--- src/rtl/mux_arbiter.sv ---
`timescale 1ns/1ps
// Purpose: round-robin arbiter driving the select of an N:1 valid/ready mux; optional packet hold via `ARB_HOLD_EN`.
// Latency: grant one cycle after a request is seen in IDLE; data/valid/last paths are combinational from the grant.
// Backpressure: out_ready is routed only to the granted requester; the grant is held until release, with no timeout.
module mux_arbiter #(
    parameter int N = 4,
    parameter int W = 8
) (
    input  logic           clk,
    input  logic           rst,
    input  logic [N-1:0]   in_valid,
    input  logic [N*W-1:0] in_data,
    input  logic [N-1:0]   in_last,
    output logic [N-1:0]   in_ready,
    output logic           out_valid,
    output logic [W-1:0]   out_data,
    output logic           out_last,
    input  logic           out_ready,
    output logic [N-1:0]   grant,
    output logic           busy
);

    localparam int PW = $clog2(N);

    typedef enum logic {
        IDLE  = 1'b0,
        GRANT = 1'b1
    } state_t;

    state_t          state_q, state_d;
    logic [N-1:0]    grant_q, grant_d;
    // ptr_q doubles as the index of the current grant while in GRANT
    logic [PW-1:0]   ptr_q, ptr_d;

    logic            pick_found;
    logic [PW-1:0]   pick_idx;
    logic            cur_valid;
    logic [W-1:0]    cur_data;
    logic            xfer;
    logic            release_c;

    // Round-robin scan starting just after the last granted index
    always_comb begin
        logic [PW-1:0] cand;
        cand       = '0;
        pick_found = 1'b0;
        pick_idx   = ptr_q;
        for (int k = 1; k <= N; k++) begin
            cand = PW'((int'(ptr_q) + k) % N);
            if (!pick_found && in_valid[cand]) begin
                pick_found = 1'b1;
                pick_idx   = cand;
            end
        end
    end

    // Select the granted requester's valid and data
    always_comb begin
        cur_valid = 1'b0;
        cur_data  = '0;
        for (int i = 0; i < N; i++) begin
            if (ptr_q == PW'(i)) begin
                cur_valid = in_valid[i];
                cur_data  = in_data[i*W +: W];
            end
        end
    end

    assign busy      = (state_q == GRANT);
    assign grant     = grant_q;
    assign out_valid = busy & cur_valid;
    assign out_data  = busy ? cur_data : '0;
    // grant_q is zero outside GRANT, so this also gates in_ready while idle
    assign in_ready  = grant_q & {N{out_ready}};
    assign xfer      = out_valid & out_ready;

`ifdef ARB_HOLD_EN
    logic cur_last;
    assign cur_last  = in_last[ptr_q];
    assign out_last  = busy & cur_last;
    // Keep the grant until the end-of-packet beat has moved
    assign release_c = xfer & cur_last;
`else
    logic unused_last;
    assign unused_last = ^in_last;
    assign out_last    = 1'b0;
    // Every beat is its own packet
    assign release_c   = xfer;
`endif

    // Next-state: arbitrate in IDLE, wait for release in GRANT
    always_comb begin
        state_d = state_q;
        grant_d = grant_q;
        ptr_d   = ptr_q;
        case (state_q)
            IDLE: begin
                if (pick_found) begin
                    state_d = GRANT;
                    grant_d = {{(N-1){1'b0}}, 1'b1} << pick_idx;
                    ptr_d   = pick_idx;
                end
            end
            GRANT: begin
                if (release_c) begin
                    state_d = IDLE;
                    grant_d = '0;
                end
            end
            default: begin
                state_d = IDLE;
                grant_d = '0;
            end
        endcase
    end

    // State, grant and pointer registers; reset points ptr at N-1 so index 0 wins first
    always_ff @(posedge clk) begin
        if (rst) begin
            state_q <= IDLE;
            grant_q <= '0;
            ptr_q   <= PW'(N - 1);
        end else begin
            state_q <= state_d;
            grant_q <= grant_d;
            ptr_q   <= ptr_d;
        end
    end

endmodule
--- config.mk ---
export PLATFORM = sky130hd
export DESIGN_NAME = mux_arbiter
export DESIGN_NICKNAME = d
export VERILOG_FILES = /design/src/rtl/mux_arbiter.sv
export SDC_FILE = /design/constraint.sdc
export NUM_CORES = 1
export LEC_CHECK = 0
export CORE_MARGIN = 5
export CORE_UTILIZATION = 40
export CTS_CLUSTER_DIAMETER = 120
export DETAILED_ROUTE_END_ITERATION = 6
export DONT_BUFFER_PORTS = 1
export PLACE_DENSITY = 0.52
export REMOVE_ABC_BUFFERS = 1
export SYNTH_ARGS = -nofsm -noshare
export SYNTH_HDL_FRONTEND = slang
export SYNTH_SLANG_ARGS = --single-unit
--- constraint.sdc ---
create_clock -name clk -period 3 [get_ports clk]
set_input_delay 0.6 -clock clk [delete_from_list [all_inputs] [get_ports clk]]
set_output_delay 0.6 -clock clk [all_outputs]
set_load 0.005 [all_outputs]
# [Yosys cells after proc, flatten, opt, wreduce, memory -nomap -nowiden]
# Cells that the tools add are included.
[totals] inputBits=43 ff_bits=7 out_inout_bits=19
[classes] n_mux=31 eq_ne=5 n_shift=1 n_reduce_logical=9 bitwise_logic=4 n_addsub=4 n_lt_le_gt_ge=4
[ops] op="$mux W8" count=5
[ops] op="$mux W1" count=14
[ops] op="$lt A2 B3 Y1 const B" count=4
[ops] op="$bmux W1 S2" count=4
[ops] op="$mux W2" count=4
[ops] op="$mux W4" count=2
[ops] op="$pmux W4 S2" count=1
[ops] op="$add A2 B1 Y2 const B" count=2
[ops] op="$add A2 B2 Y2 const B" count=2
[ops] op="$and A4 B4 Y4" count=1
[ops] op="$eq A2 B2 Y1 const B" count=2
[ops] op="$reduce_and A2 Y1" count=2
[ops] op="$shl A1 B2 Y4 const A" count=1
[ops] op="$logic_and A1 B1 Y1" count=3
[ops] op="$logic_not A1 Y1" count=3
[ops] op="$and A1 B1 Y1" count=2
[ops] op="$eq A2 B1 Y1 const B" count=1
[ops] op="$logic_not A2 Y1" count=1
[ops] op="$ne A2 B1 Y1 const B" count=1
[ops] op="$ne A2 B2 Y1 const B" count=1
[ops] op="$pmux W1 S2" count=1
[ops] op="$not A1 Y1" count=1

# [Depth between registers and ports, before layout]
[logic_depth] ltp_word=16 mapped_depth=9 mapped_depth_nobuf=7

# [Worst setup path after synthesis]
# OpenSTA, ideal clock, no wires.
[synth_path] path_kind="flip-flop to flip-flop" startpoint="register ptr_q[0]" endpoint="register grant_q[2], in the netlist grant[2]" t_arrival_ns=2.242 path_buffers=2 required_ns=2.883 slack_ns=0.641 path_stages_with_launch=10 path_cell_list="dfxtp_1 -> buf_6 -> inv_1 -> ha_1 -> clkbuf_8 -> mux2_2 -> o221a_2 -> o221ai_2 -> nand2_2 -> a32o_1"
[synth_via] elab_chain_cells=16 word_cells_on_any_way=42 cone_classes="4 x add/sub; 5 x eq/ne; 1 x shift; 22 x mux; 2 x bitwise; 8 x reduce/logical"
[synth_lines] element="start, declared" line="33" source="logic [PW-1:0] ptr_q, ptr_d;"
[synth_lines] element="start signal, assigned" line="122" source="ptr_q <= PW'(N - 1);"
[synth_lines] element="start signal, assigned" line="126" source="ptr_q <= ptr_d;"
[synth_lines] element="$add A2 B1 Y2" line="49" source="cand = PW'((int'(ptr_q) + k) % N);"
[synth_lines] element="$bmux W1 S2" line="50" source="if (!pick_found && in_valid[cand]) begin"
[synth_lines] element="$mux W1 (not written as such)" line="50"
[synth_lines] element="$mux W1" line="50"
[synth_lines] element="$logic_not A1 Y1" line="50"
[synth_lines] element="$logic_and A1 B1 Y1" line="50"
[synth_lines] element="$mux W1" line="50"
[synth_lines] element="$logic_not A1 Y1" line="50"
[synth_lines] element="$logic_and A1 B1 Y1" line="50"
[synth_lines] element="$mux W1" line="50"
[synth_lines] element="$logic_not A1 Y1" line="50"
[synth_lines] element="$logic_and A1 B1 Y1" line="50"
[synth_lines] element="$mux W2" line="50"
[synth_lines] element="$shl A1 B2 Y4" line="100" source="grant_d = {{(N-1){1'b0}}, 1'b1} << pick_idx;"
[synth_lines] element="$mux W4" line="98" source="if (pick_found) begin"
[synth_lines] element="$pmux W4 S2" line="96" source="case (state_q)"
[synth_lines] element="end signal, assigned" line="125" source="grant_q <= grant_d;"
[synth_lines] element="end, declared" line="31" source="logic [N-1:0] grant_q, grant_d;"
# Several ways; a longest one is shown, not always the timed one. The select of a mux whose other input is x is not followed.
# A chain may end at the register's enable or synchronous reset.

# [Worst setup path after layout]
[layout_path] startpoint="register ptr_q[0]" endpoint="output port out_data[5]"
[layout_via] elab_chain_cells=6 word_cells_on_any_way=9 cone_classes="3 x eq/ne; 5 x mux; 1 x reduce/logical"
[layout_lines] element="$logic_not A2 Y1" line="62" source="if (ptr_q == PW'(i)) begin"
[layout_lines] element="$mux W8 (3 in a row)" line="62"
[layout_lines] element="$mux W8 *" line="62"
[layout_lines] element="$mux W8 *" line="72" source="assign out_data = busy ? cur_data : '0;"
[layout_lines] element="end, declared" line="16" source="output logic [W-1:0] out_data,"
# Every way passes the cells marked *; elsewhere a longest branch is shown, timed or not.

==> insert_results.sql <==
INSERT INTO impl_metrics (metric_group, metric, value, unit) VALUES
('placement', 'numPlacedInstances', '166', ''),
('pwr', 'net-switching-power', '0.456', 'mW'),
('global_route', 'first_global_vias', '1006', ''),
('timing', 'period_share', '82.4', '%'),
('outcome', 'outcome', 'complete, no violations', ''),
('cells_and_area', 'finish.utilization', '40.4', '%'),
('setup_path', 'timing.critical_path.cells', 'buf_4, ha_1, nand3b_1, a21oi_1, a21oi_1, o21ai_0, and2_1', ''),
('floorplanning', 'die_area', '3910', 'um2'),
('setup_path', 'reg2reg_to', 'grant[2]', ''),
('cells_and_area', 'final_cell_mix', 'sky130_fd_sc_hd__nand2_1 (22), sky130_fd_sc_hd__a21oi_1 (20), sky130_fd_sc_hd__and2_1 (13)', ''),
('logic_synthesis', 'synth-async-reset-ratio', '0', '%'),
('placement', 'place.port_buffers', '0', ''),
('timing', 'clock.fmax', '0.404', 'GHz'),
('worst_hold_path', 'min_path_cells', '1', ''),
('floorplanning', 'core_area', '2710', 'um2'),
('cells_and_area', 'fin_cells', '170', ''),
('setup_path', 'kind_of_capture_point_of_the_worst_setup_path', 'primary output', ''),
('timing', 'timing.clock.skew', '0.000480', 'ns'),
('worst_hold_path', 'min-delay-start', 'rst', ''),
('global_route', 'globalRouteOverflowTotal', '0', ''),
('drt', 'finalWirelength', '2610', 'um'),
('timing', 'max_slew.worst_pin.slew', '0.623', 'ns'),
('cells_and_area', 'antennaDiodeCount', '0', ''),
('cells_and_area', 'area_growth_syn_to_layout', '-0.907', '%'),
('floorplanning', 'number_of_rows_created_at_floorplan', '19', ''),
('timing', 'timing.final.crit_period', '2.47', 'ns'),
('floorplanning', 'chipHeight', '62.5', 'um'),
('cells_and_area', 'finish.instance_area', '1090', 'um2'),
('timing', 'timing_max_transition_violations_final', '0', ''),
('worst_hold_path', 'hold_path_class', 'in2reg', ''),
('clocking', 'post_cts.repair.setup_buffers', '0', ''),
('clocking', 'cts_buffer_depth', '2', ''),
('pwr', 'power.leakage', '0.418', 'nW'),
('clocking', 'clock_tree_from_tritoncts', 'yes', ''),
('drt', 'drt_iter0_markers', '39', ''),
('logic_synthesis', 'synth.yosys.warnings', '0', ''),
('global_route', 'global_route_wire_length_before_repair', '4450', 'um'),
('drt', 'remaining_drc_errors', '0', ''),
('logic_synthesis', 'postSynthRegisterBits', '7', ''),
('logic_synthesis', 'synth_cell_types', '44', ''),
('timing', 'setup_repair_after_global_routing_missed_its_margin', 'false', ''),
('setup_path', 'timing.critical_path.from', 'ptr_q[0]', ''),
('setup_path', 'reg2reg_setup_slack', '0.68', 'ns'),
('clocking', 'ctsRootBufferMaster', 'sky130_fd_sc_hd__clkbuf_4', ''),
('drt', 'detail-route-antenna-nets', '0', ''),
('clocking', 'clk_latency', '0.25', 'ns'),
('cells_and_area', 'final_net_count', '187', ''),
('logic_synthesis', 'synthesis.area', '1100', 'um2'),
('floorplanning', 'design.portCount', '62', ''),
('clocking', 'numClockSinks', '7', ''),
('timing', 'report.final.setup_viol', '0', ''),
('logic_synthesis', 'syn-instance-count', '146', ''),
('setup_path', 'critPathMostFrequentCell', 'sky130_fd_sc_hd__a21oi_1', ''),
('cells_and_area', 'mostFrequentLayoutCell', 'sky130_fd_sc_hd__nand2_1', ''),
('logic_synthesis', 'synthFlopType', 'sky130_fd_sc_hd__dfxtp_1', ''),
('pwr', 'power_density', '898', 'nW/um2'),
('clocking', 'cts_inserted_buffers', '3', ''),
('clocking', 'clock_tree.htree_level_count', '1', ''),
('setup_path', 'worstReg2RegStart', 'ptr_q[0]', ''),
('placement', 'place.gp.congestion', '0.756', ''),
('setup_path', 'critPathKind', 'reg2out', ''),
('placement', 'detailedPlacementHpwl', '2030', 'um'),
('timing', 'report.final.hold_viol_count', '0', ''),
('floorplanning', 'chipWidth', '62.5', 'um'),
('worst_hold_path', 'worst_hold_path.endpoint', 'ptr_q[0]', ''),
('cells_and_area', 'fillers', '301', ''),
('global_route', 'globalRouteTotalUtil', '13.0', '%'),
('setup_path', 'critical-path-max-stage-delay', '0.47', 'ns'),
('timing', 'hold-worst-slack', '0.455', 'ns'),
('pwr', 'p_int', '0.526', 'mW'),
('setup_path', 'crit_path_top_delay_cell', 'sky130_fd_sc_hd__ha_1', '');
[state kept, by name (all words and copies together) (netlist names)]
register / count
grant: 4
ptr_q: 2
busy: 1
[cell type report]
| class | instances | area, um2 | share of cell area, % |
|---|---|---|---|
| flip-flops and latches | 7 | 140 | 12.8 |
| inverters | 3 | 11.3 | 1.03 |
| repair buffers | 4 | 30.0 | 2.75 |
| multi-input cells | 121 | 847 | 77.5 |
| clock buffers | 4 | 26.3 | 2.40 |
| well taps | 31 | 38.8 | 3.55 |
[stage by stage]
| stage | power [mW] | worst slack, ns |
|---|---|---|
| 6_report | 0.982 | 0.527 |
| 5_1_grt | 1.09 | 0.305 |
| 4_1_cts | 0.987 | 0.504 |
| 3_5_place_dp | 0.902 | 0.685 |
| 3_3_place_gp | 0.884 | 0.711 |
| 2_1_floorplan | 0.745 | 0.470 |
[power groups by stage]
| stage | combinational [mW] | sequential, mW | clock, mW |
|---|---|---|---|
| final | 0.742 | 0.157 | 0.0832 |
| after global routing | 0.837 | 0.161 | 0.0927 |
| after CTS | 0.744 | 0.158 | 0.0848 |
| after detailed placement | 0.742 | 0.160 | 0 |
| after global placement | 0.725 | 0.158 | 0 |
| after floorplan | 0.565 | 0.179 | 0 |
[per-layer routing]
layer | wire length, um | share of wire (%) | vias to the layer above | track usage, %
met4 | 13 | 0.50 | 0 | 3.45
li1 | - | - | 507 | -
met3 | 269 | 10 | 2 | 4.86
met2 | 1220 | 47 | 38 | 21.5
met5 | 0 | 0 | - | 0
met1 | 1110 | 42 | 477 | 15.6
[kinds of logic after synthesis]
family | after synthesis | share of synthesized area, %
buffers and inverters | 18 | 10.5
AOI/OAI and AO/OA | 47 | 28.8
other | 1 | 0.340
adders and majority gates | 4 | 4.54
xor gates and xnor gates | 1 | 0.794
and+or+nand+nor | 59 | 29.6
muxes | 9 | 12.7
DFF | 7 | 12.7
[worst max path at each step]
stage | cells after the start | to | slack (ns)
after floorplan | 7 | grant[2] | 0.47
after global placement | 7 | grant[3] | 0.71
after detailed placement | 7 | grant[2] | 0.69
after CTS | 7 | out_data[3] | 0.50
after global routing | 7 | out_data[5] | 0.30
final | 7 | out_data[5] | 0.53
[critical path: cells and delay by family (launching register included)]
family	cells	cell delay, ns
DFF	1	0.32
adders and majority gates	1	0.47
and+or+nand+nor	2	0.34
buffers and inverters	1	0.21
AOI/OAI and AO/OA	3	0.27
[Yosys cell counts (2+ instances only)]
library cell,count,area share [%]
sky130_fd_sc_hd__mux4_1,2,4.8
sky130_fd_sc_hd__ha_1,4,4.5
sky130_fd_sc_hd__o221a_2,2,2.0
sky130_fd_sc_hd__nand3b_1,9,6.1
sky130_fd_sc_hd__nand2_1,22,7.5
sky130_fd_sc_hd__mux2_2,4,4.1
sky130_fd_sc_hd__inv_1,3,1.0
sky130_fd_sc_hd__nor2_1,3,1.0
sky130_fd_sc_hd__nor4_1,2,1.1
sky130_fd_sc_hd__a21oi_1,20,9.1
sky130_fd_sc_hd__nand2b_1,2,1.1
sky130_fd_sc_hd__a32o_1,2,1.8
sky130_fd_sc_hd__o21ai_0,12,5.4
sky130_fd_sc_hd__clkbuf_1,6,2.0
sky130_fd_sc_hd__buf_4,2,1.4
sky130_fd_sc_hd__dfxtp_1,7,13
sky130_fd_sc_hd__mux2i_1,2,1.8
sky130_fd_sc_hd__buf_6,4,4.1
sky130_fd_sc_hd__and2_1,13,7.4
Note: power is estimated with default switching activity, not from simulation.
